==> src/rtl/mix_frame_serializer.sv <==
// mix_frame_serializer: captures eight mixer words and streams them out with signature, frame and drop counters
module mix_frame_serializer #(
  parameter int DROP_W = 16,
  parameter int FRAME_W = 16
) (
  input  logic               clk,
  input  logic               rst,
  input  logic               cap_strobe,
  input  logic [255:0]       in_words,
  output logic [31:0]        out_data,
  output logic [2:0]         out_idx,
  output logic               out_valid,
  input  logic               out_ready,
  output logic               out_last,
  output logic [31:0]        signature,
  output logic [FRAME_W-1:0] frame_cnt,
  output logic [DROP_W-1:0]  drop_cnt,
  output logic               frame_done
);
  typedef enum logic {IDLE, SEND} state_t;
  state_t state, state_nx;
  logic [255:0] act, pend;
  logic pend_v;
  logic [2:0] idx;
  logic hs, fin;
  assign out_valid = state == SEND;
  assign out_data = out_valid ? act[{idx, 5'b0} +: 32] : '0;
  assign out_idx = idx;
  assign out_last = out_valid && idx == 3'd7;
  assign hs = out_valid && out_ready;
  assign fin = hs && idx == 3'd7;
  always_comb begin
    state_nx = state == IDLE ? (cap_strobe ? SEND : IDLE)
                             : (fin && !pend_v && !cap_strobe ? IDLE : SEND);
  end
  always_ff @(posedge clk) begin
    state <= rst ? IDLE : state_nx;
  end
  always_ff @(posedge clk) begin
    if (rst) begin
      idx <= '0;
      pend_v <= 1'b0;
      signature <= '0;
      frame_cnt <= '0;
      drop_cnt <= '0;
      frame_done <= 1'b0;
    end else begin
      frame_done <= fin;
      if (state == IDLE && cap_strobe) begin
        act <= in_words;
        idx <= '0;
      end
      if (hs) begin
        signature <= {signature[26:0], signature[31:27]} + (out_data ^ {29'b0, idx});
        idx <= idx + 3'd1;
      end
      // the word-7 handshake reloads act; a capture elsewhere in SEND goes to the pending slot or is dropped
      if (fin) begin
        frame_cnt <= frame_cnt + 1'b1;
        if (pend_v) begin
          act <= pend;
          if (cap_strobe) pend <= in_words;
          else pend_v <= 1'b0;
        end else if (cap_strobe) begin
          act <= in_words;
        end
      end else if (state == SEND && cap_strobe) begin
        if (!pend_v) begin
          pend <= in_words;
          pend_v <= 1'b1;
        end else if (drop_cnt != '1) begin
          drop_cnt <= drop_cnt + 1'b1;
        end
      end
    end
  end
endmodule

==> config.mk <==
export PLATFORM = sky130hd
export DESIGN_NAME = mix_frame_serializer
export DESIGN_NICKNAME = d
export VERILOG_FILES = /design/src/rtl/mix_frame_serializer.sv
export SDC_FILE = /design/constraint.sdc
export NUM_CORES = 1
export LEC_CHECK = 0
export CORE_AREA = 8 8 286 288
export CTS_CLUSTER_DIAMETER = 50
export DETAILED_ROUTE_END_ITERATION = 6
export DIE_AREA = 0 0 294 296
export PLACE_DENSITY_LB_ADDON = 0.1
export SLEW_MARGIN = 20
export SYNTH_ARGS = -nofsm -noshare
export SYNTH_HDL_FRONTEND = slang
export SYNTH_SLANG_ARGS = --single-unit
==> constraint.sdc <==
create_clock -name clk -period 52.1 [get_ports clk]
set_input_delay 13.025 -clock clk [delete_from_list [all_inputs] [get_ports clk]]
set_output_delay 13.025 -clock clk [all_outputs]
set_load 0.005 [all_outputs]
==> metrics, run 1 <==
outcome=finished, final reports clean; Pwr Density=35.7 nW/um2; crit path launch type=register; area grow syn2layout=29.8%; Overflow after GRT=0; post-route insts no fill=3,051; initial drt markers=1,079; initial antenna violation count=4; Mapped Cells=1,591; mapped cell area=24,400 um2; asr flop ratio synth=0%; post-cts hold buffer count=0; DRT Pass-1 Iters=7; most used cell, CP=buf_4; share of layout cells above drive strength 1=11.2%; Routed WL per cell=24.2 um; CP arrival=4.37 ns; hpwl dp=51,300 um; TritonCTS clock tree=yes; initial core utilization=31.7%; final wirelength=73,900 um; Psw=0.000250 W; RSZ-0062 raised after global routing=false; Rows=102; Nets=2,245; DRC viols=0; CTS resizes=0; Core Region=77,000 um2; width of the die=294 um; Yosys top cell by area=edfxtp_1; max incr delay on CP=0.78 ns; fmax=57.5 MHz; Die Ht=296 um; multiplexer share of the synthesized area=6.04%; number of synthesized flops with an enable pin=512; Final Cell Area=31,700 um2; antenna-violating nets left=0; cell breakdown of the critical path=buf_4 > buf_4 > mux4_2 > nand2_1 > a21boi_0 > clkdlybuf4s50_1; critical path's slowest cell=a21boi_0; Setup Fix Bufs, Post-CTS=0; VDD IR max=0.0174 mV; endpoint class of the critical path=output pin; Sw Ratio=22.1%; vias in the first global route=16,100; Synth top area share=63.0%; worst path buffer plus inverter count=3; clock insertion delay at the later pin of the skew report=0.61 ns; HP Class=reg -> reg; GRT Total Usage=16.6%; Clock Sinks=582; largest family of logic cells by synthesized area=compound AO/OA/AOI/OAI gates; global-route wire length before repair=107,000 um; final-report max-slew violation count=0; synthesized area per cell=15.3 um2; Vias=15,200; FF+latch count, synth=582; H-Tree Depth=3; syn nets=1,889; dpl cell area=29,100 um2; Setup CP Type=reg -> out; number of I/O port buffers=361; DIE AREA=87,000 um2; Post-Synth Simple-Gate Area=5.43%; slew of the pin with the lowest slew margin=1.21 ns; leakage=10.9 nW; Reg clk slew, reported paths=0.06 ns; Setup Viol. Count Final=0; placed cells=2,905; Longest Clk Path Bufs=3; post-synthesis adder-cell area fraction=1.98%; Sum Neg Setup Slack=0 ns; CP top delay family=buffers and inverters; clock network power share=46.5%; most crowded layer after global routing=met2; met3 usage=3.73%; required time worst endpoint=39.07 ns; Tot Pwr=0.00113 W; GR Util met1=20.3%; Seq pwr share=46.8%; Synth Flop Type=edfxtp_1; Internal Power=0.000880 W; Final Hold Fails=0; logic gate share of total power=6.8%; pin count of the biggest net entering global routing=182; met2 usage=29.3%; XOR/XNOR Fraction of Synth Area=1.72%; Slew HR=19.6%; min Tclk post-route=17.40 ns; Ys Warns=0; Seq/Total Area, Yosys=68.8%; Via-to-Cell Ratio=4.99; MaxCap Viol Count=0; Final period util=33.4%; Netlist cell types=67; Crit Path Max Fanout=29; post-synthesis compound-gate area fraction=14.1%; Final Skew=0.0252 ns; Num CTS Buffers=80; gpl congestion=0.827; top post-synthesis cells by area=edfxtp_1 63%, a22o_1 9.2%, mux4_2 5.9%; Top Ports=362; Post-synth top cells=512 x edfxtp_1, 255 x a22o_1, 141 x nand2_1; most numerous cell in the Yosys netlist=edfxtp_1; Root Driver=clkbuf_16
[cells in the final DEF (no fill, tap or decap), drive strengths merged, types with 3 or more instances in the layout]
cell,n
a21o,12
o21ai,31
nor2,70
nand4,17
nand2b,3
clkinvlp,4
clkdlybuf4s50,360
o311ai,4
clkbuf,101
a211oi,7
clkinv,27
a221o,5
nor3,10
or3,5
nand2,141
a21boi,31
and2,6
xor2,30
and4,4
a22o,255
dfxtp,70
mux4,64
o21a,3
bufinv,4
buf,21
ha,37
inv,24
o211ai,6
a21oi,55
nand3,25
xnor2,18
edfxtp,512
and3,6
nor2b,3
nor4,4
a211o,4
[routing by layer]
layer,wire [um],vias to the layer above
met2,37700,402
met4,1350,6
li1,-,7081
met3,4290,98
met5,41,-
met1,30500,7652
[worst reg2reg max path, delay by kind of cell (launching register included)]
kind                       cells  cell delay, ns
buffers and inverters          2            1.23
xor gates and xnor gates       1            0.18
muxes                          1            0.66
DFF                            1            0.63
and+or+nand+nor                2            0.55
AOI/OAI and AO/OA              7            1.49
adders and majority gates      2            0.70
[path summary, 6_finish.rpt]
check	slack, ns	to	startpoint	cells after the start
max	34.71	out_data[14]	out_idx[0]	6
min	0.48	signature[16]	signature[16]	2
max reg2reg	46.57	signature[30]	out_idx[0]	15
min reg2reg	0.48	signature[16]	signature[16]	2
[stage by stage]
step | setup slack (ns) | utilization (%) | hold slack [ns]
final | 34.71 | 41.1 | 0.480
after global routing | 34.26 | 41.1 | 0.501
after CTS | 34.52 | 41.1 | 0.477
after detailed placement | 34.47 | 37.8 | 0.472
after global placement | 34.55 | 37.8 | 0.465
after floorplan | 26.65 | - | 0.460
[power groups by stage]
stage | registers, W | logic [W] | clock network [W]
floorplan | 0.000540 | 0.0000345 | 0
global placement | 0.000538 | 0.0000776 | 0
detailed placement | 0.000538 | 0.0000782 | 0
CTS | 0.000529 | 0.0000785 | 0.000541
global route | 0.000530 | 0.0000828 | 0.000560
finish | 0.000529 | 0.0000764 | 0.000525
[cell families after synthesis]
| kind of cell | after synthesis |
|---|---|
| muxes | 67 |
| buffers and inverters | 123 |
| xor gates and xnor gates | 48 |
| and+or+nand+nor | 300 |
| adders and majority gates | 38 |
| DFF | 582 |
| AOI/OAI and AO/OA | 433 |
[cell type report]
class / count / area, um2
fill: 7022 / 45300
sequential: 582 / 16800
multi-input combinational: 886 / 7170
timing repair buffer: 381 / 3770
clock buffer: 101 / 2190
tap: 1040 / 1300
clock inverter: 43 / 383
inverter: 16 / 60.1
antenna: 2 / 5.00
No activity file was read; power rests on OpenSTA's default activity.
==> run 2, diff against run 1 <==
==> constraint.sdc (replaced) <==
create_clock -name clk -period 14.6 [get_ports clk]
set_input_delay 3.65 -clock clk [delete_from_list [all_inputs] [get_ports clk]]
set_output_delay 3.65 -clock clk [all_outputs]
set_load 0.005 [all_outputs]
==> metrics, run 2 (synthesis gave the netlist of run 1 again) <==
Pwr Density=129 nW/um2 (+260%); Die Ht=296 um (unchanged); Overflow after GRT=0 (unchanged); post-cts hold buffer count=0 (unchanged); Rows=102 (unchanged); MaxCap Viol Count=0 (unchanged); slew of the pin with the lowest slew margin=1.24 ns (+0.0381 ns); final wirelength=74,000 um (+0.18%); hpwl dp=51,300 um (-0.10%); Core Region=77,000 um2 (unchanged); area grow syn2layout=30.5%; Setup Fix Bufs, Post-CTS=0 (unchanged); Num CTS Buffers=82 (+2.5%); required time worst endpoint=10.95 ns (-28.12 ns); leakage=11.0 nW (+0.41%); Final Skew=0.0267 ns (+0.00156 ns); RSZ-0062 raised after global routing=false; DRC viols=0 (unchanged); Crit Path Max Fanout=38 (+31%); gpl congestion=0.852 (+3.0%); Setup Viol. Count Final=0 (unchanged); initial antenna violation count=4 (unchanged); Nets=2,245 (unchanged); Top Ports=362 (unchanged); clock insertion delay at the later pin of the skew report=0.62 ns (about the same); initial core utilization=31.7% (unchanged); share of layout cells above drive strength 1=11.8% (+0.62 points); dpl cell area=29,100 um2 (about the same); number of I/O port buffers=361 (unchanged); fmax=127 MHz; width of the die=294 um (unchanged); Fin Hold WS=0.484 ns (+0.00428 ns); initial drt markers=958 (-11%); crit path launch type=register; min Tclk post-route=7.87 ns; Setup CP Type=reg -> out; vias in the first global route=16,300 (+0.93%); GRT Total Usage=16.7% (+0.10 points); most frequent cells in the layout=512 x edfxtp_1, 360 x clkdlybuf4s50_1, 255 x a22o_1, 141 x nand2_1, 82 x clkbuf_16; Final period util=53.9%; Final Cell Area=31,800 um2 (+0.52%); Longest Clk Path Bufs=3 (unchanged); DIE AREA=87,000 um2 (unchanged); commonest non-fill, non-tap cell in the layout=edfxtp_1; VDD IR max=0.0703 mV (+310%); Clock Sinks=582 (unchanged); CTS resizes=0 (unchanged); Vias=15,300 (+0.21%); antenna-violating nets left=0 (unchanged); TritonCTS clock tree=yes; DRT Pass-1 Iters=5 (-2); HP Class=reg -> reg; CP arrival=4.22 ns (-0.15 ns); pin count of the biggest net entering global routing=183 (+0.55%); final-report max-slew violation count=0 (unchanged); Slew HR=17.0% (-2.5 points); Reg clk slew, reported paths=0.06 ns (about the same); endpoint class of the critical path=output pin; global-route wire length before repair=108,000 um (+0.83%); Sum Neg Setup Slack=0 ns (unchanged); Routed WL per cell=24.2 um (about the same); Via-to-Cell Ratio=5.00 (+0.11%); H-Tree Depth=3 (unchanged); Root Driver=clkbuf_16; outcome=finished, final reports clean; Final Hold Fails=0 (unchanged)
run 2: critical path, cell delays in order (launching register included):
cell	delay (ns)
dfxtp_4	0.89
buf_4	0.78
mux4_2	0.40
nand2_1	0.06
a21boi_0	0.76
clkdlybuf4s50_1	0.66
run 2: final cells by class:
cell class              instances  area, um2
fillers                      7064      45100
flip-flops and latches        582      16800
multi-input cells             886       7170
repair buffers                379       3790
clock buffers                  88       2070
well taps                    1040       1300
clock inverters                62        647
inverters                      16       60.1
diodes                          1       2.50
run 2: stage by stage:
step | total power, W | instances | worst slack, ns | utilization, %
after CTS | 0.00418 | 3052 | 6.49 | 41.3
final | 0.00411 | 3054 | 6.73 | 41.4
after global placement | 0.00220 | 2902 | 6.73 | 37.8
after detailed placement | 0.00220 | 2902 | 6.64 | 37.8
after global routing | 0.00426 | 3053 | 6.35 | 41.4
after floorplan | 0.00205 | 1591 | 2.84 | -
run 2: power breakdown:
group          leakage [nW]  internal (W)  total [W]  switching, W
clock network          1.30       0.00116    0.00195      0.000786
registers              5.36       0.00187    0.00189     0.0000201
logic                  4.32      0.000135   0.000272      0.000137
run 2: final timing paths:
check | from | end | slack, ns | cells past startpoint
min | signature[12] | signature[12] | 0.48 | 2
max | out_idx[0] | out_data[15] | 6.73 | 5
max reg2reg | out_idx[1] | register | 9.13 | 10
min reg2reg | signature[12] | signature[12] | 0.48 | 2
run 2: routing by layer:
layer / GRT usage [%] / wire [um]
met4: 4.10 / 1440
met5: 0 / 34
met1: 20.3 / 30000
met3: 4.19 / 4430
met2: 29.5 / 38200
==> run 3, diff against run 2 <==
==> constraint.sdc (replaced) <==
create_clock -name clk -period 7.3 [get_ports clk]
set_input_delay 1.825 -clock clk [delete_from_list [all_inputs] [get_ports clk]]
set_output_delay 1.825 -clock clk [all_outputs]
set_load 0.005 [all_outputs]
==> metrics, run 3 (synthesis gave the netlist of run 1 again) <==
share of layout cells above drive strength 1=11.4% (-0.40 points); fmax=177 MHz; Tot Pwr=0.00826 W (+100%); required time worst endpoint=5.48 ns (-5.47 ns); Nets=2,248 (+0.13%); Pwr Density=259 nW/um2 (+100%); Final Skew=0.0203 ns (-0.00645 ns); antenna-violating nets left=0 (unchanged); initial drt markers=1,105 (+15%); width of the die=294 um (unchanged); number of I/O port buffers=361 (unchanged); hold path cells=2 (unchanged); Setup Viol. Count Final=0 (unchanged); TritonCTS clock tree=yes; clock insertion delay at the later pin of the skew report=0.60 ns (-0.02 ns); CTS resizes=0 (unchanged); post-route insts no fill=3,057 (+0.098%); reg2reg start=out_idx[0]; Via-to-Cell Ratio=5.02 (+0.45%); Slew HR=31.9% (+15 points); FF-to-FF setup slack=2.41 ns (-6.72 ns); global-route wire length before repair=107,000 um (-1.0%); MaxCap Viol Count=0 (unchanged); placed cells=2,907 (+0.17%); DRT Pass-1 Iters=7 (+2); leakage=11.0 nW (+0.35%); VDD IR max=0.138 mV (+96%); Root Driver=clkbuf_16; outcome=finished, final reports clean; post-cts hold buffer count=0 (unchanged); slew of the pin with the lowest slew margin=1.02 ns (-0.224 ns); HP Start=signature[15]; Final period util=77.4%; Clock Sinks=582 (unchanged); GRT Total Usage=16.5% (-0.11 points); Rows=102 (unchanged); Final Hold Fails=0 (unchanged); most crowded layer after global routing=met2; area grow syn2layout=30.8%; met3 usage=3.79% (-0.40 points); min Tclk post-route=5.65 ns; Register-to-Register Path Depth=15 (+5); initial core utilization=31.7% (unchanged); Core Region=77,000 um2 (unchanged); Top Ports=362 (unchanged); crit path launch type=register; HP Class=reg -> reg; CP arrival=3.82 ns (-0.40 ns); RSZ-0062 raised after global routing=false; vias in the first global route=16,000 (-1.7%); Reg clk slew, reported paths=0.05 ns (about the same); Routed WL per cell=24.2 um (-0.34%); WHS Endpoint=signature[15]; most frequent cells in the layout=512 x edfxtp_1, 360 x clkdlybuf4s50_1, 255 x a22o_1, 141 x nand2_1, 85 x clkbuf_16; commonest non-fill, non-tap cell in the layout=edfxtp_1; GR Util met1=20.5% (+0.25 points); gpl congestion=0.846 (-0.73%); initial antenna violation count=3 (-1); Vias=15,400 (+0.55%); DIE AREA=87,000 um2 (unchanged); DRC viols=0 (unchanged); hpwl dp=51,400 um (+0.17%); Crit Path Max Fanout=37 (-2.6%); pin count of the biggest net entering global routing=180 (-1.6%); final wirelength=73,900 um (-0.24%); Die Ht=296 um (unchanged); Final Core Density=41.5% (+0.11 points); Num CTS Buffers=81 (-1.2%); final-report max-slew violation count=0 (unchanged); filler instances=7,028 (-0.51%); H-Tree Depth=3 (unchanged); endpoint class of the critical path=output pin; Setup Fix Bufs, Post-CTS=0 (unchanged); Overflow after GRT=0 (unchanged); Longest Clk Path Bufs=3 (unchanged); Sum Neg Setup Slack=0 ns (unchanged); met2 usage=28.7% (-0.82 points); reg2reg end=signature[30]; Setup CP Type=reg -> out
[run 3: final cells by class]
| type | instances | area (um2) | area share (%) |
|---|---|---|---|
| Multi-Input combinational cell | 886 | 7170 | 22.5 |
| Clock inverter | 49 | 526 | 1.65 |
| Clock buffer | 98 | 2180 | 6.82 |
| Sequential cell | 582 | 16800 | 52.6 |
| Inverter | 16 | 60.1 | 0.188 |
| Timing Repair Buffer | 383 | 3890 | 12.2 |
| Antenna cell | 3 | 7.51 | 0.0235 |
| Tap cell | 1040 | 1300 | 4.08 |
[run 3: worst max-delay path, stage by stage (launching register included)]
cell and delay [ns]:
dfxtp_4 0.95, buf_12 0.31, buf_4 0.23, mux4_2 0.25, nand2_1 0.06, a21boi_0 0.67
clkdlybuf4s50_1 0.72
[run 3: how the worst max path moves through the flow]
stage | cells past startpoint | to | slack, ns | startpoint
2_1_floorplan | 6 | register | 0.23 | out_ready
3_3_place_gp | 6 | out_data[12] | 2.26 | out_idx[0]
3_5_place_dp | 6 | out_data[12] | 2.20 | out_idx[0]
4_1_cts | 6 | out_data[12] | 1.52 | out_idx[0]
5_1_grt | 6 | out_data[12] | 1.42 | out_idx[0]
6_report | 6 | out_data[12] | 1.65 | out_idx[0]
[run 3: per-layer routing]
| layer | routed length (um) | vias up |
|---|---|---|
| li1 | - | 7113 |
| met1 | 30400 | 7727 |
| met2 | 37300 | 405 |
| met3 | 4310 | 108 |
| met4 | 1850 | 2 |
| met5 | 13 | - |
[run 3: per-stage QoR]
step | instance area (um2) | worst slack [ns] | hold slack [ns]
floorplan | 24400 | 0.230 | 0.460
global placement | 29200 | 2.26 | 0.469
detailed placement | 29200 | 2.20 | 0.476
CTS | 31900 | 1.52 | 0.485
global route | 31900 | 1.42 | 0.509
finish | 31900 | 1.65 | 0.486
[run 3: power breakdown]
| group | leakage [nW] | internal, W | switching (W) |
|---|---|---|---|
| Combinational | 4.35 | 0.000275 | 0.000269 |
| Sequential | 5.36 | 0.00373 | 0.0000440 |
| Clock | 1.30 | 0.00243 | 0.00151 |
